<file path="config.mk">
export PLATFORM = sky130hd
export DESIGN_NAME = multicycle_control
export DESIGN_NICKNAME = d
export VERILOG_FILES = /design/src/rtl/rv32i_ctrl_pkg.sv /design/src/rtl/multicycle_control_alu_decoder.sv /design/src/rtl/multicycle_control.sv
export SDC_FILE = /design/constraint.sdc
export NUM_CORES = 1
export LEC_CHECK = 0
export ABC_CLOCK_PERIOD_IN_PS = 1970
export BUFFER_PORTS_ARGS = -buffer_cell sky130_fd_sc_hd__buf_2
export CAP_MARGIN = 20
export CORE_MARGIN = 5
export CORE_UTILIZATION = 44
export CTS_CLUSTER_SIZE = 10
export DETAILED_ROUTE_END_ITERATION = 12
export HOLD_SLACK_MARGIN = 0.02
export PLACE_DENSITY = 0.79
export SYNTH_ARGS = -nofsm -noshare
export SYNTH_HDL_FRONTEND = slang
export SYNTH_SLANG_ARGS = --single-unit
</file>
<file path="constraint.sdc">
create_clock -name clk -period 1.97 [get_ports clk]
set_input_delay 0.197 -clock clk [delete_from_list [all_inputs] [get_ports clk]]
set_output_delay 0.197 -clock clk [all_outputs]
set_load 0.05 [all_outputs]
</file>
<file path="src/rtl/rv32i_ctrl_pkg.sv">
// Shared encodings for the RV32I multicycle control unit: FSM states, opcodes,
// ALU operations, immediate formats, datapath mux selects and the branch condition.
package rv32i_ctrl_pkg;

  typedef enum logic [3:0] {
    S_FETCH, S_DECODE, S_MEMADR, S_MEMRD, S_MEMWB, S_MEMWR, S_EXECR,
    S_EXECI, S_ALUWB, S_BRANCH, S_JAL, S_JALR, S_LUI, S_TRAP
  } state_t;

  localparam logic [6:0] OP_LOAD   = 7'b0000011;
  localparam logic [6:0] OP_STORE  = 7'b0100011;
  localparam logic [6:0] OP_R      = 7'b0110011;
  localparam logic [6:0] OP_I      = 7'b0010011;
  localparam logic [6:0] OP_BRANCH = 7'b1100011;
  localparam logic [6:0] OP_JAL    = 7'b1101111;
  localparam logic [6:0] OP_JALR   = 7'b1100111;
  localparam logic [6:0] OP_LUI    = 7'b0110111;

  typedef enum logic [3:0] {
    ALU_ADD   = 4'd0,
    ALU_SUB   = 4'd1,
    ALU_XOR   = 4'd2,
    ALU_AND   = 4'd3,
    ALU_OR    = 4'd4,
    ALU_SLL   = 4'd5,
    ALU_SRL   = 4'd6,
    ALU_SRA   = 4'd7,
    ALU_SLT   = 4'd8,
    ALU_SLTU  = 4'd9,
    ALU_PASSB = 4'd10
  } alu_op_t;

  localparam logic [2:0] IMM_I = 3'b000;
  localparam logic [2:0] IMM_S = 3'b001;
  localparam logic [2:0] IMM_B = 3'b010;
  localparam logic [2:0] IMM_J = 3'b011;
  localparam logic [2:0] IMM_U = 3'b100;

  localparam logic [1:0] SRCA_PC    = 2'b00;
  localparam logic [1:0] SRCA_OLDPC = 2'b01;
  localparam logic [1:0] SRCA_RS1   = 2'b10;

  localparam logic [1:0] SRCB_RS2   = 2'b00;
  localparam logic [1:0] SRCB_IMM   = 2'b01;
  localparam logic [1:0] SRCB_FOUR  = 2'b10;

  localparam logic [1:0] RES_ALUOUT = 2'b00;
  localparam logic [1:0] RES_RDATA  = 2'b01;
  localparam logic [1:0] RES_ALU    = 2'b10;

  function automatic logic branch_taken(input logic [2:0] funct3, input logic eq,
                                        input logic lt, input logic ltu);
    case (funct3)
      3'b000:  return eq;
      3'b001:  return !eq;
      3'b100:  return lt;
      3'b101:  return !lt;
      3'b110:  return ltu;
      3'b111:  return !ltu;
      default: return 1'b0;
    endcase
  endfunction

endpackage

</file>
<file path="src/rtl/multicycle_control_alu_decoder.sv">
// Combinational funct3/instr[30] to ALU operation map; instr[30] means SUB
// only for register-register ops, but selects SRA for both R and I shifts.
import rv32i_ctrl_pkg::*;

module alu_decoder (
  input  logic [2:0] funct3,
  input  logic       bit30,
  input  logic       is_r,
  output logic [3:0] alu_op
);

  always_comb begin
    alu_op = ALU_ADD;
    case (funct3)
      3'b000:  alu_op = (is_r && bit30) ? ALU_SUB : ALU_ADD;
      3'b001:  alu_op = ALU_SLL;
      3'b010:  alu_op = ALU_SLT;
      3'b011:  alu_op = ALU_SLTU;
      3'b100:  alu_op = ALU_XOR;
      3'b101:  alu_op = bit30 ? ALU_SRA : ALU_SRL;
      3'b110:  alu_op = ALU_OR;
      default: alu_op = ALU_AND;
    endcase
  end

endmodule

</file>
<file path="src/rtl/multicycle_control.sv">
// RV32I multicycle control FSM: Moore outputs per state, memory access completes after MEM_LAT
// cycles, or on mem_ready when MEM_HANDSHAKE_EN is defined (stalls indefinitely while low).
import rv32i_ctrl_pkg::*;

module multicycle_control #(
  parameter int ALU_CTRL_W = 4,
  parameter int IMM_SRC_W  = 3,
  parameter int MEM_LAT    = 1
) (
  input  logic                  clk,
  input  logic                  rst,
  input  logic [31:0]           instr,
  input  logic                  EQ,
  input  logic                  LT,
  input  logic                  LTU,
  input  logic                  mem_ready,
  output logic                  PCWrite,
  output logic                  IRWrite,
  output logic                  RegWrite,
  output logic                  MemWrite,
  output logic                  MemRead,
  output logic                  AdrSrc,
  output logic [1:0]            ALUSrcA,
  output logic [1:0]            ALUSrcB,
  output logic [1:0]            ResultSrc,
  output logic [ALU_CTRL_W-1:0] ALUctrl,
  output logic [IMM_SRC_W-1:0]  ImmSrc,
  output logic                  illegal
);

  state_t     state, state_nx;
  logic       jalr_ph;
  logic       illegal_q;
  logic       mem_st;
  logic       done;
  logic [3:0] dec_op;
  logic [3:0] alu_sel;
  logic [2:0] imm_sel;
  logic [6:0] opcode;
  logic       unused_bits;

  assign opcode      = instr[6:0];
  assign mem_st      = (state == S_FETCH) || (state == S_MEMRD) || (state == S_MEMWR);
  assign unused_bits = ^{instr[31], instr[29:15], instr[11:7], mem_ready};

`ifdef MEM_HANDSHAKE_EN
  assign done = mem_st && mem_ready;
`else
  logic [3:0] cnt;

  assign done = mem_st && (cnt == 4'(MEM_LAT - 1));

  always_ff @(posedge clk) begin
    if (rst)                cnt <= '0;
    else if (mem_st && !done) cnt <= cnt + 4'd1;
    else                    cnt <= '0;
  end
`endif

  alu_decoder u_alu_dec (
    .funct3 (instr[14:12]),
    .bit30  (instr[30]),
    .is_r   (state == S_EXECR),
    .alu_op (dec_op)
  );

  always_ff @(posedge clk) begin
    if (rst) begin
      state     <= S_FETCH;
      jalr_ph   <= 1'b0;
      illegal_q <= 1'b0;
    end else begin
      state   <= state_nx;
      jalr_ph <= (state == S_JALR) && !jalr_ph;
      if (state_nx == S_TRAP) illegal_q <= 1'b1;
    end
  end

  // Everything is held at zero while rst is high, whatever state is registered.
  always_comb begin
    state_nx  = state;
    PCWrite   = 1'b0;
    IRWrite   = 1'b0;
    RegWrite  = 1'b0;
    MemWrite  = 1'b0;
    MemRead   = 1'b0;
    AdrSrc    = 1'b0;
    ALUSrcA   = SRCA_PC;
    ALUSrcB   = SRCB_RS2;
    ResultSrc = RES_ALUOUT;
    alu_sel   = ALU_ADD;
    imm_sel   = IMM_I;
    if (!rst) begin
      case (state)
        S_FETCH: begin
          MemRead   = 1'b1;
          ALUSrcB   = SRCB_FOUR;
          ResultSrc = RES_ALU;
          if (done) begin
            IRWrite  = 1'b1;
            PCWrite  = 1'b1;
            state_nx = S_DECODE;
          end
        end
        S_DECODE: begin
          ALUSrcA = SRCA_OLDPC;
          ALUSrcB = SRCB_IMM;
          imm_sel = (opcode == OP_JAL) ? IMM_J : IMM_B;
          case (opcode)
            OP_LOAD, OP_STORE: state_nx = S_MEMADR;
            OP_R:              state_nx = S_EXECR;
            OP_I:              state_nx = S_EXECI;
            OP_BRANCH:         state_nx = S_BRANCH;
            OP_JAL:            state_nx = S_JAL;
            OP_JALR:           state_nx = S_JALR;
            OP_LUI:            state_nx = S_LUI;
            default:           state_nx = S_TRAP;
          endcase
        end
        S_MEMADR: begin
          ALUSrcA  = SRCA_RS1;
          ALUSrcB  = SRCB_IMM;
          imm_sel  = (opcode == OP_LOAD) ? IMM_I : IMM_S;
          state_nx = (opcode == OP_LOAD) ? S_MEMRD : S_MEMWR;
        end
        S_MEMRD: begin
          AdrSrc  = 1'b1;
          MemRead = 1'b1;
          if (done) state_nx = S_MEMWB;
        end
        S_MEMWB: begin
          ResultSrc = RES_RDATA;
          RegWrite  = 1'b1;
          state_nx  = S_FETCH;
        end
        S_MEMWR: begin
          AdrSrc = 1'b1;
`ifdef MEM_HANDSHAKE_EN
          MemWrite = 1'b1;
`else
          MemWrite = done;
`endif
          if (done) state_nx = S_FETCH;
        end
        S_EXECR: begin
          ALUSrcA  = SRCA_RS1;
          alu_sel  = dec_op;
          state_nx = S_ALUWB;
        end
        S_EXECI: begin
          ALUSrcA  = SRCA_RS1;
          ALUSrcB  = SRCB_IMM;
          alu_sel  = dec_op;
          state_nx = S_ALUWB;
        end
        S_ALUWB: begin
          RegWrite = 1'b1;
          state_nx = S_FETCH;
        end
        S_BRANCH: begin
          ALUSrcA  = SRCA_RS1;
          alu_sel  = ALU_SUB;
          PCWrite  = branch_taken(instr[14:12], EQ, LT, LTU);
          state_nx = S_FETCH;
        end
        S_JAL: begin
          imm_sel  = IMM_J;
          ALUSrcA  = SRCA_OLDPC;
          ALUSrcB  = SRCB_FOUR;
          PCWrite  = 1'b1;
          state_nx = S_ALUWB;
        end
        S_JALR: begin
          // Phase 0 forms rs1+imm; phase 1 loads PC from it and forms the link value.
          if (!jalr_ph) begin
            ALUSrcA = SRCA_RS1;
            ALUSrcB = SRCB_IMM;
          end else begin
            ALUSrcA  = SRCA_OLDPC;
            ALUSrcB  = SRCB_FOUR;
            PCWrite  = 1'b1;
            state_nx = S_ALUWB;
          end
        end
        S_LUI: begin
          imm_sel  = IMM_U;
          ALUSrcB  = SRCB_IMM;
          alu_sel  = ALU_PASSB;
          state_nx = S_ALUWB;
        end
        S_TRAP:  state_nx = S_TRAP;
        default: state_nx = S_FETCH;
      endcase
    end
  end

  assign ALUctrl = ALU_CTRL_W'(alu_sel);
  assign ImmSrc  = IMM_SRC_W'(imm_sel);
  assign illegal = illegal_q && !rst;

endmodule

</file>
==> impl_metrics.csv <==
group,metric,value,unit
detailed_routing,drtPass1Iterations,4,
grt,grt_pass1_wl,5140,microns
grt,grt_usage,18.5,%
worst_setup_path,crit_path_start_kind,"flop",
cts,clock-root-buffer,"clkbuf_4",
grt,grt_max_degree,13,
cells_and_area,post-route-cell-area,0.00146,sq mm
synth,ys_ff_latch,10,
worst_setup_path,worstSetupEndpointType,"primary output",
detailed_routing,vias_per_cell,5.56,
timing,finalWorstSetupSlack,0.00242,ns
synth,syn-mean-instance-area,6.68,sq um
worst_setup_path,r2r_end,"illegal_q",
placement,dpl_worst_slack,0.00453,ns
pwr,power_density,991,mW/mm^2
cells_and_area,area_growth_syn_to_layout,38.6,%
cts,cts_tree,"yes",
cts,cts.sinks,10,
cts,clockBufferDepth,2,
cts,path_clk_slew,0.06,ns
run_status,outcome,"completed",
cts,cts_buffers,3,
grt,grt_pass1_vias,1207,
detailed_routing,dr_wl_met2,1510,microns
synth,synth_cell_types,45,
cells_and_area,drive_gt1_share,41.0,%
floorplan,fp.dieW,59.0,microns
synth,seq_area_frac_synth,19.0,%
synth,synth_edf_count,0,
detailed_routing,wl_per_cell,13.5,microns
cells_and_area,mostFrequentLayoutCell,"buf_2",
detailed_routing,m1WireLength,1260,microns
floorplan,io_pins,58,
placement,placed_cell_area,0.00135,sq mm
detailed_routing,drt-total-wl,3080,microns
placement,numPortBuffers,35,
placement,gp_congestion,0.910,
pwr,peakVddDrop,0.658,mV
grt,overflow,0,
detailed_routing,top_layer,"met4",
synth,synth_top_cell_by_area,"dfxtp_1",
cells_and_area,fin_nets,242,
flow_run,drv_cap,0,
timing,rsz0062_at_grt,"true",
cts,cts_max_level,1,
worst_setup_path,worst_ep_required_time,1.77,ns
floorplan,coreArea,0.00225,sq mm
worst_setup_path,cp_max_fo,4,
synth,async_flop_share,0,%
worst_setup_path,arrival,1.77,ns
worst_hold_path,hold_depth,3,
timing,hold_violations,0,
placement,hpwl,2460,microns
detailed_routing,via_count,1268,
detailed_routing,drc,0,
timing,fin_skew,0.000444,ns
worst_hold_path,worstHoldStart,"rst",
worst_hold_path,hp-class,"in -> reg",
worst_setup_path,r2r_start,"cnt[0]",
detailed_routing,antenna_left,0,
worst_hold_path,min_to,"state[2]",
synth,synth_top_area_share,19.0,%
timing,holdWs,0.346,ns
synth,syn_area,0.00105,sq mm
worst_setup_path,rr_worst_depth,7,
cells_and_area,n_fill_cell,206,
synth,synthCells,158,
timing,fmax,508,MHz
floorplan,dieArea,0.00348,sq mm
timing,tightestPinTransition,0.505,ns
synth,yosysWarnings,0,
worst_setup_path,worstSetupPathType,"reg -> out",
detailed_routing,wl_met3,239,microns
timing,timing.slew.headroom,66.0,%
cells_and_area,antenna_cells,0,
floorplan,start_util,46.8,%
timing,post-route-period-util,99.9,%
cells_and_area,final_cell_mix,"buf_2 (28), nor2_1 (25), buf_4 (18), nand2_1 (12)",
timing,setup_viol,0,
pwr,power.leakage,0.000648,uW
timing,finalCriticalPeriod,1.97,ns
synth,synth_ff_type,"dfxtp_1",
floorplan,num_rows,17,
synth,synth_nets,198,
detailed_routing,first_iter_violations,39,
worst_setup_path,r2r_slack,0.01,ns
floorplan,die_h,59.0,microns
synth,synth_area_leaders,"dfxtp_1 (19%), nor2_1 (9.3%), a21oi_1 (5.7%)",
timing,slew_viol_final,0,
cts,worstSkewPairLatency,0.26,ns
grt,antenna_found_initial,0,
## Yosys cell counts, types with 2 or more instances
| master | count |
|---|---|
| nor2_1 | 26 |
| a21oi_1 | 12 |
| nand2_1 | 12 |
| o21ai_0 | 11 |
| dfxtp_1 | 10 |
| clkbuf_1 | 9 |
| inv_1 | 9 |
| nand2b_1 | 7 |
| nand3_1 | 6 |
| nor3_1 | 5 |
| nor2b_1 | 4 |
| nor4_1 | 3 |
| or2_2 | 3 |
| or3_1 | 3 |
| xnor2_1 | 3 |
| xor2_1 | 3 |
| and3_1 | 2 |
| buf_2 | 2 |
| ha_1 | 2 |
## cells by family after synthesis
kind of cell    count (synthesis)  synth area share, %
xor+xnor                        6                 4.98
mux                             1                0.949
fa+ha+maj                       2                 2.37
buf+inv                        21                 7.71
compound gates                 37                 23.5
flops                          10                 19.0
simple gates                   81                 41.5
## final cells by class
cell class / count / area [sq um] / share of cell area [%]
clock buffer: 3 / 22.5 / 1.54
tap: 28 / 35.0 / 2.40
sequential: 10 / 204 / 14.0
timing repair buffer: 51 / 320 / 21.9
inverter: 9 / 33.8 / 2.31
multi-input combinational: 127 / 846 / 57.9
## timing repair
item / 4_1_cts / 5_1_grt
hold buffers: 0 / 0
resized for setup: 12 / 10
buffers inserted: 3 / 1
setup endpoints to repair: 3 / 7
pin swaps: 4 / 5
## worst max-delay path by stage
stage	start	to	slack, ns	cells after the start
3_5_place_dp	cnt[0]	illegal_q	0.005	7
3_3_place_gp	cnt[0]	illegal_q	0.06	7
4_1_cts	cnt[1]	PCWrite	-0.05	7
5_1_grt	cnt[0]	PCWrite	-0.09	7
2_1_floorplan	state[1]	ALUSrcA[0]	-0.05	4
6_report	cnt[0]	PCWrite	0.002	7
## stage by stage
stage | TNS (ns) | total power (uW) | utilization, % | std cells
global route | -0.143 | 1540 | 64.8 | 228
finish | 0 | 1450 | 64.8 | 228
CTS | -0.0537 | 1440 | 63.3 | 227
detailed placement | 0 | 1270 | 60.0 | 221
global placement | 0 | 1240 | 60.0 | 221
floorplan | -0.140 | 1030 | - | 158
## report_power, final
group | switching (uW) | internal, uW | total, uW
Sequential | 41.2 | 231 | 272
Clock | 65.5 | 70.4 | 136
Combinational | 678 | 361 | 1040
Total | 785 | 663 | 1450
## routing by layer
layer | vias up | track usage (%)
met4 | 0 | 9.39
li1 | 637 | -
met3 | 7 | 1.97
met1 | 584 | 21.8
met5 | - | 0
met2 | 40 | 32.8
## flip-flops by register name (all words and copies together) (netlist names)
signal	cells
cnt	4
jalr_ph	1
state	4
illegal_q	1
## worst max-delay path, stage by stage (launching register included)
cell and delay, ns:
dfxtp_2 0.32, inv_2 0.06, ha_4 0.13, or4b_4 0.49
o21ai_2 0.13, nand2b_1 0.07, a21oi_2 0.13, buf_6 0.17
Note: power is estimated with default switching activity, not from simulation.
